==> config.mk <==
export PLATFORM = sky130hd
export DESIGN_NAME = hazard_controller_flat
export DESIGN_NICKNAME = d
export VERILOG_FILES = /design/src/rtl/hazard_controller_if.sv /design/src/rtl/hazard_controller.sv /design/src/flat_wrapper.sv
export SDC_FILE = /design/constraint.sdc
export NUM_CORES = 1
export LEC_CHECK = 0
export BUFFER_PORTS_ARGS = -buffer_cell sky130_fd_sc_hd__buf_2
export CORE_MARGIN = 1
export CORE_UTILIZATION = 32
export CTS_BUF_LIST = sky130_fd_sc_hd__clkbuf_16
export DETAILED_ROUTE_END_ITERATION = 16
export PLACE_DENSITY = 0.81
export SYNTH_ARGS = -nofsm -noshare
export SYNTH_HDL_FRONTEND = slang
export SYNTH_SLANG_ARGS = --single-unit
==> constraint.sdc <==
create_clock -name clk -period 2.4 [get_ports clk]
set_clock_uncertainty 0.15 [all_clocks]
set_input_delay 0.48 -clock clk [delete_from_list [all_inputs] [get_ports clk]]
set_output_delay 0.48 -clock clk [all_outputs]
set_load 0.1 [all_outputs]
==> src/rtl/hazard_controller_if.sv <==
// Hazard-controller bundle: pipeline hazard qualifiers in, per-register stall/flush and stats out.
// master = pipeline side driving the qualifiers, slave = hazard_controller.
interface hazard_controller_if #(
  parameter int unsigned REG_AW = 5,
  parameter int unsigned STAT_W = 32
);
  logic              ic_miss;
  logic              dc_miss;
  logic              ex_mispredict;
  logic              d_valid;
  logic              d_uses_rs;
  logic              d_uses_rt;
  logic [REG_AW-1:0] d_rs_addr;
  logic [REG_AW-1:0] d_rt_addr;
  logic              ex_is_load;
  logic [REG_AW-1:0] ex_rw_addr;

  logic              i2i_stall;
  logic              i2d_stall;
  logic              i2d_flush;
  logic              d2e_stall;
  logic              d2e_flush;
  logic              e2m_stall;
  logic              e2m_flush;
  logic              m2w_stall;
  logic              m2w_flush;
  logic [STAT_W-1:0] stat_stall_cycles;
  logic [STAT_W-1:0] stat_flushes;

  modport master (
    output ic_miss, dc_miss, ex_mispredict,
    output d_valid, d_uses_rs, d_uses_rt, d_rs_addr, d_rt_addr,
    output ex_is_load, ex_rw_addr,
    input  i2i_stall, i2d_stall, i2d_flush, d2e_stall, d2e_flush,
    input  e2m_stall, e2m_flush, m2w_stall, m2w_flush,
    input  stat_stall_cycles, stat_flushes
  );

  modport slave (
    input  ic_miss, dc_miss, ex_mispredict,
    input  d_valid, d_uses_rs, d_uses_rt, d_rs_addr, d_rt_addr,
    input  ex_is_load, ex_rw_addr,
    output i2i_stall, i2d_stall, i2d_flush, d2e_stall, d2e_flush,
    output e2m_stall, e2m_flush, m2w_stall, m2w_flush,
    output stat_stall_cycles, stat_flushes
  );
endinterface

==> src/rtl/hazard_controller.sv <==
// Five-stage pipeline hazard controller: prioritised stall/flush generation plus redirect tracking.
// Optional saturating stall/flush counters are built only when HAZARD_STATS_EN is defined.
module hazard_controller #(
  parameter int unsigned REG_AW = 5,
  parameter int unsigned STAT_W = 32
) (
  input logic               clk,
  input logic               rst_n,
  hazard_controller_if.slave hz
);

  typedef enum logic {
    RUN,
    REDIRECT_WAIT
  } state_t;

  state_t r_state;
  state_t w_next_state;

  logic w_rs_hit;
  logic w_rt_hit;
  logic w_load_use;

  logic w_i2i_stall;
  logic w_i2d_stall;
  logic w_i2d_flush;
  logic w_d2e_stall;
  logic w_d2e_flush;
  logic w_e2m_stall;
  logic w_m2w_flush;

  assign w_rs_hit   = hz.d_uses_rs && (hz.d_rs_addr == hz.ex_rw_addr);
  assign w_rt_hit   = hz.d_uses_rt && (hz.d_rt_addr == hz.ex_rw_addr);
  assign w_load_use = hz.d_valid && hz.ex_is_load && (hz.ex_rw_addr != '0)
                      && (w_rs_hit || w_rt_hit);

  always_ff @(posedge clk or negedge rst_n) begin
    if (!rst_n) begin
      r_state <= RUN;
    end else begin
      r_state <= w_next_state;
    end
  end

  // A pending d-cache miss freezes everything, including the redirect tracker.
  always_comb begin
    w_next_state = r_state;
    if (hz.dc_miss) begin
      w_next_state = r_state;
    end else if (hz.ex_mispredict) begin
      w_next_state = hz.ic_miss ? REDIRECT_WAIT : RUN;
    end else if (r_state == REDIRECT_WAIT) begin
      w_next_state = hz.ic_miss ? REDIRECT_WAIT : RUN;
    end else begin
      w_next_state = RUN;
    end
  end

  always_comb begin
    w_i2i_stall = 1'b0;
    w_i2d_stall = 1'b0;
    w_i2d_flush = 1'b0;
    w_d2e_stall = 1'b0;
    w_d2e_flush = 1'b0;
    w_e2m_stall = 1'b0;
    w_m2w_flush = 1'b0;
    if (hz.dc_miss) begin
      w_i2i_stall = 1'b1;
      w_i2d_stall = 1'b1;
      w_d2e_stall = 1'b1;
      w_e2m_stall = 1'b1;
      w_m2w_flush = 1'b1;
    end else if (hz.ex_mispredict) begin
      w_i2d_flush = 1'b1;
      w_d2e_flush = 1'b1;
    end else if (r_state == REDIRECT_WAIT) begin
      // Wrong-path fetch data keeps being squashed until the i-cache delivers.
      w_i2d_flush = 1'b1;
      w_i2i_stall = hz.ic_miss;
    end else if (w_load_use) begin
      w_i2i_stall = 1'b1;
      w_i2d_stall = 1'b1;
      w_d2e_flush = 1'b1;
    end else if (hz.ic_miss) begin
      w_i2i_stall = 1'b1;
      w_i2d_flush = 1'b1;
    end
  end

  assign hz.i2i_stall = w_i2i_stall;
  assign hz.i2d_stall = w_i2d_stall;
  assign hz.i2d_flush = w_i2d_flush;
  assign hz.d2e_stall = w_d2e_stall;
  assign hz.d2e_flush = w_d2e_flush;
  assign hz.e2m_stall = w_e2m_stall;
  assign hz.e2m_flush = 1'b0;
  assign hz.m2w_stall = 1'b0;
  assign hz.m2w_flush = w_m2w_flush;

`ifdef HAZARD_STATS_EN
  logic              w_any_stall;
  logic              w_redirect_fire;
  logic [STAT_W-1:0] r_stall_cnt;
  logic [STAT_W-1:0] r_flush_cnt;

  assign w_any_stall     = w_i2i_stall || w_i2d_stall || w_d2e_stall || w_e2m_stall;
  assign w_redirect_fire = hz.ex_mispredict && !hz.dc_miss;

  always_ff @(posedge clk or negedge rst_n) begin
    if (!rst_n) begin
      r_stall_cnt <= '0;
      r_flush_cnt <= '0;
    end else begin
      if (w_any_stall && (r_stall_cnt != '1)) begin
        r_stall_cnt <= r_stall_cnt + STAT_W'(1);
      end
      if (w_redirect_fire && (r_flush_cnt != '1)) begin
        r_flush_cnt <= r_flush_cnt + STAT_W'(1);
      end
    end
  end

  assign hz.stat_stall_cycles = r_stall_cnt;
  assign hz.stat_flushes      = r_flush_cnt;
`else
  assign hz.stat_stall_cycles = '0;
  assign hz.stat_flushes      = '0;
`endif

endmodule

==> src/flat_wrapper.sv <==
// flat-port wrapper written by rule: the top's interface ports become plain ports
module hazard_controller_flat 
#(
  parameter int unsigned REG_AW = 5,
  parameter int unsigned STAT_W = 32
)
  (clk, rst_n, hz_ic_miss, hz_dc_miss, hz_ex_mispredict, hz_d_valid, hz_d_uses_rs, hz_d_uses_rt, hz_d_rs_addr, hz_d_rt_addr, hz_ex_is_load, hz_ex_rw_addr, hz_i2i_stall, hz_i2d_stall, hz_i2d_flush, hz_d2e_stall, hz_d2e_flush, hz_e2m_stall, hz_e2m_flush, hz_m2w_stall, hz_m2w_flush, hz_stat_stall_cycles, hz_stat_flushes);
  hazard_controller_if #(.REG_AW(REG_AW), .STAT_W(STAT_W)) hz_i ();
  input logic clk;
  input logic rst_n;
  input wire logic [$bits(hz_i.ic_miss)-1:0] hz_ic_miss;
  input wire logic [$bits(hz_i.dc_miss)-1:0] hz_dc_miss;
  input wire logic [$bits(hz_i.ex_mispredict)-1:0] hz_ex_mispredict;
  input wire logic [$bits(hz_i.d_valid)-1:0] hz_d_valid;
  input wire logic [$bits(hz_i.d_uses_rs)-1:0] hz_d_uses_rs;
  input wire logic [$bits(hz_i.d_uses_rt)-1:0] hz_d_uses_rt;
  input wire logic [$bits(hz_i.d_rs_addr)-1:0] hz_d_rs_addr;
  input wire logic [$bits(hz_i.d_rt_addr)-1:0] hz_d_rt_addr;
  input wire logic [$bits(hz_i.ex_is_load)-1:0] hz_ex_is_load;
  input wire logic [$bits(hz_i.ex_rw_addr)-1:0] hz_ex_rw_addr;
  output wire logic [$bits(hz_i.i2i_stall)-1:0] hz_i2i_stall;
  output wire logic [$bits(hz_i.i2d_stall)-1:0] hz_i2d_stall;
  output wire logic [$bits(hz_i.i2d_flush)-1:0] hz_i2d_flush;
  output wire logic [$bits(hz_i.d2e_stall)-1:0] hz_d2e_stall;
  output wire logic [$bits(hz_i.d2e_flush)-1:0] hz_d2e_flush;
  output wire logic [$bits(hz_i.e2m_stall)-1:0] hz_e2m_stall;
  output wire logic [$bits(hz_i.e2m_flush)-1:0] hz_e2m_flush;
  output wire logic [$bits(hz_i.m2w_stall)-1:0] hz_m2w_stall;
  output wire logic [$bits(hz_i.m2w_flush)-1:0] hz_m2w_flush;
  output wire logic [$bits(hz_i.stat_stall_cycles)-1:0] hz_stat_stall_cycles;
  output wire logic [$bits(hz_i.stat_flushes)-1:0] hz_stat_flushes;
  assign hz_i.ic_miss = hz_ic_miss;
  assign hz_i.dc_miss = hz_dc_miss;
  assign hz_i.ex_mispredict = hz_ex_mispredict;
  assign hz_i.d_valid = hz_d_valid;
  assign hz_i.d_uses_rs = hz_d_uses_rs;
  assign hz_i.d_uses_rt = hz_d_uses_rt;
  assign hz_i.d_rs_addr = hz_d_rs_addr;
  assign hz_i.d_rt_addr = hz_d_rt_addr;
  assign hz_i.ex_is_load = hz_ex_is_load;
  assign hz_i.ex_rw_addr = hz_ex_rw_addr;
  assign hz_i2i_stall = hz_i.i2i_stall;
  assign hz_i2d_stall = hz_i.i2d_stall;
  assign hz_i2d_flush = hz_i.i2d_flush;
  assign hz_d2e_stall = hz_i.d2e_stall;
  assign hz_d2e_flush = hz_i.d2e_flush;
  assign hz_e2m_stall = hz_i.e2m_stall;
  assign hz_e2m_flush = hz_i.e2m_flush;
  assign hz_m2w_stall = hz_i.m2w_stall;
  assign hz_m2w_flush = hz_i.m2w_flush;
  assign hz_stat_stall_cycles = hz_i.stat_stall_cycles;
  assign hz_stat_flushes = hz_i.stat_flushes;
  hazard_controller #(.REG_AW(REG_AW), .STAT_W(STAT_W)) u_core (.clk(clk), .rst_n(rst_n), .hz(hz_i));
endmodule
==> summary.md <==
| Metric | Value |
|---|---|
| DRT antenna net count | `0` |
| DRT iter0 DRCs | `1` |
| RSZ-0062 raised after global routing | `yes` |
| Vias/cell | `3.23` |
| Area delta synth->final | `13.5%` |
| DIE HEIGHT | `50.8 um` |
| Worst Path Arrival | `roughly 1.8 ns` |
| Clk Latency, worst-skew pair | `0 ns` |
| Main synth FF type | `dfrtp_1` |
| CP Max Fanout | `3` |
| Total iterations of the first detailed-routing run | `2` |
| First-pass GRT wire length | `1640 um` |
| Final setup viols | `1` |
| Largest net degree at the start of global routing | `10` |
| Max Cap Viol | `0` |
| Post-synth EDFFs | `0` |
| R2R Setup Slk | `1.52 ns` |
| Final Cycle Share | `101%` |
| IO Count | `97` |
| Worst Setup Start Kind | `primary input` |
| PwrDens | `719 nW/um^2` |
| # rows | `17` |
| Failing checks | `negative setup slack` |
| Worst hold slack | `0.110 ns` |
| Hold crit path type | `primary input to asynchronous set/reset pin` |
| VDD IR-drop max | `about 0.31 mV` |
| DRC viols | `0` |
| Fin nets | `approximately 160` |
| Initial Util | `34.1%` |
| Cell taking the most area after synthesis | `buf_4` |
| Placer congestion estimate | `0.731` |
| Hold Vio Cnt, Final | `0` |
| WP data required | `1.77 ns` |
| Critical-path top delay cell | `or4_4` |
| Vias in the first global route | `386` |
| Chip width | `50.8 um` |
| Final HPWL DP | `1000 um` |
| Synth unique cells | `20` |
| I/O Buffers | `30` |
| Kind of critical path | `primary input to primary output` |
| Status | `finished with violations` |
| Fin Setup TNS | `-0.0312 ns` |
| Wire per inst | `7.58 um` |
| Final Util | `about 39%` |
| Gr usage total | `around 8%` |
| Max reg flops | `1` |
| Slowest stage delay, CP | `approximately 0.53 ns` |
| Post-synth top area share | `68.1%` |
| Syn avg cell area | `between 7 and 8 sq um` |
| RR Startpoint | `u_core.r_state$_DFFE_PN0N_` |
| Warnings, synthesis | `0` |
| Via count | `511` |
| Synth Register Bits | `1` |
| Mapped Cells | `100` |
| GRT Residual Overflow | `0` |
| Clk slew on worst S/H paths | `0 ns` |
| Regs by FF count | `u_core.r_state (1)` |
| Reg2reg path depth | `2` |
| Die ar. | `2580 sq um` |
| Final wirelength | `roughly 1200 um` |
| Share of layout cells above drive strength 1 | `34.6%` |
| Initial antenna violation count | `0` |
| Ant. Diodes | `0` |
| Critical path cell sequence | `buf_8 -> or4_4 -> o211ai_2 -> or3_4 -> o21a_4 -> buf_12` |
| Max-slew violations | `0` |
| DP Area | `774 sq um` |
| Minimum clock period | `2.43 ns` |
| Mapped cell area | `761 sq um` |
| # fillers | `between 200 and 250` |
| Leak | `0.495 nW` |
| Top cells by area, synth | `buf_4, xor2_1, dfrtp_1, xnor2_1, o41ai_2` |
| Final setup margin | `-0.0312 ns` |
| Worst R2R End | `u_core.r_state$_DFFE_PN0N_` |
| Core area | `2230 sq um` |
| Element type at the critical path end | `primary output` |
| Fmax | `411 MHz` |
| Largest Register | `u_core.r_state` |
| Design area | `863 sq um` |
| Post-synth ARST share | `100%` |
| Seq/Total Area, Yosys | `around 3.3%` |
| Post-Place Worst Slack | `-0.110 ns` |
==> cells in the mapped netlist, types with 2 or more instances <==
cell type,number
xnor2_1,2
xor2_1,8
a21oi_1,2
nor2_1,2
inv_1,2
buf_4,69
nor4_1,2
==> stage by stage <==
| stage | std cells | total power [mW] |
|---|---|---|
| 6_report | 158 | 0.621 |
| 5_1_grt | 158 | 0.635 |
| 4_1_cts | 157 | 0.609 |
| 3_5_place_dp | 157 | 0.600 |
| 3_3_place_gp | 157 | 0.599 |
| 2_1_floorplan | 165 | 0.634 |
==> report_power, final <==
part | leakage (nW) | internal (mW) | switching (mW) | total (mW)
Clock | 0 | 0 | 0 | 0
Combinational | 0.483 | 0.0592 | 0.539 | 0.598
Sequential | 0.0120 | 0.0191 | 0.00366 | 0.0228
==> cell usage in the layout (no fill, tap or decap), types with 2 or more instances in the layout <==
cell type and instances:
conb_1 66, buf_2 23, xnor2_1 2, buf_6 2, nor2_1 2, a21oi_1 2
buf_4 4, xor2_1 7, inv_1 2, buf_12 4
==> cell type report <==
cell class              count  area (sq um)  share of cell area, %
flip-flops and latches      1          25.0                   2.90
repair buffers             34           263                   30.4
well taps                  28          35.0                   4.06
inverters                   2          7.51                  0.870
multi-input cells          93           533                   61.7
==> timing repair <==
item | in CTS | in global routing
pin swaps | 7 | 6
setup endpoints to repair | 4 | 4
buffers inserted | 0 | 1
hold buffers | 0 | 0
gates resized for setup | 8 | 6
==> worst max-delay path, delay by kind of cell <==
family                 cells  cell delay, ns
AO/OA/AOI/OAI              2            0.34
AND/OR/NAND/NOR            2            0.72
buffers and inverters      2            0.26
==> how the worst max path moves through the flow <==
stage / startpoint / endpoint / slack (ns)
finish: hz_ex_rw_addr[1] / hz_i2d_flush / -0.03
global route: hz_ex_rw_addr[1] / hz_i2d_flush / -0.07
CTS: hz_d_rs_addr[1] / hz_i2d_flush / -0.06
detailed placement: hz_ex_rw_addr[3] / hz_d2e_flush / -0.11
global placement: hz_ex_rw_addr[3] / hz_d2e_flush / -0.10
floorplan: hz_ex_rw_addr[3] / hz_d2e_flush / -0.52
==> layer usage <==
layer	GRT usage [%]	vias to the layer above	wire [um]
met4	0	0	0
met2	18.4	41	724
li1	-	242	-
met3	0.606	0	106
met5	0	-	0
met1	7.84	228	367
==> cell families after synthesis <==
family	count (synthesis)	share of synthesized area, %
simple gates	9	6.74
flops	1	3.29
xor+xnor	10	11.5
other cells	1	0.493
buf+inv	71	69.1
compound gates	8	8.88
Note: power is estimated with default switching activity, not from simulation.
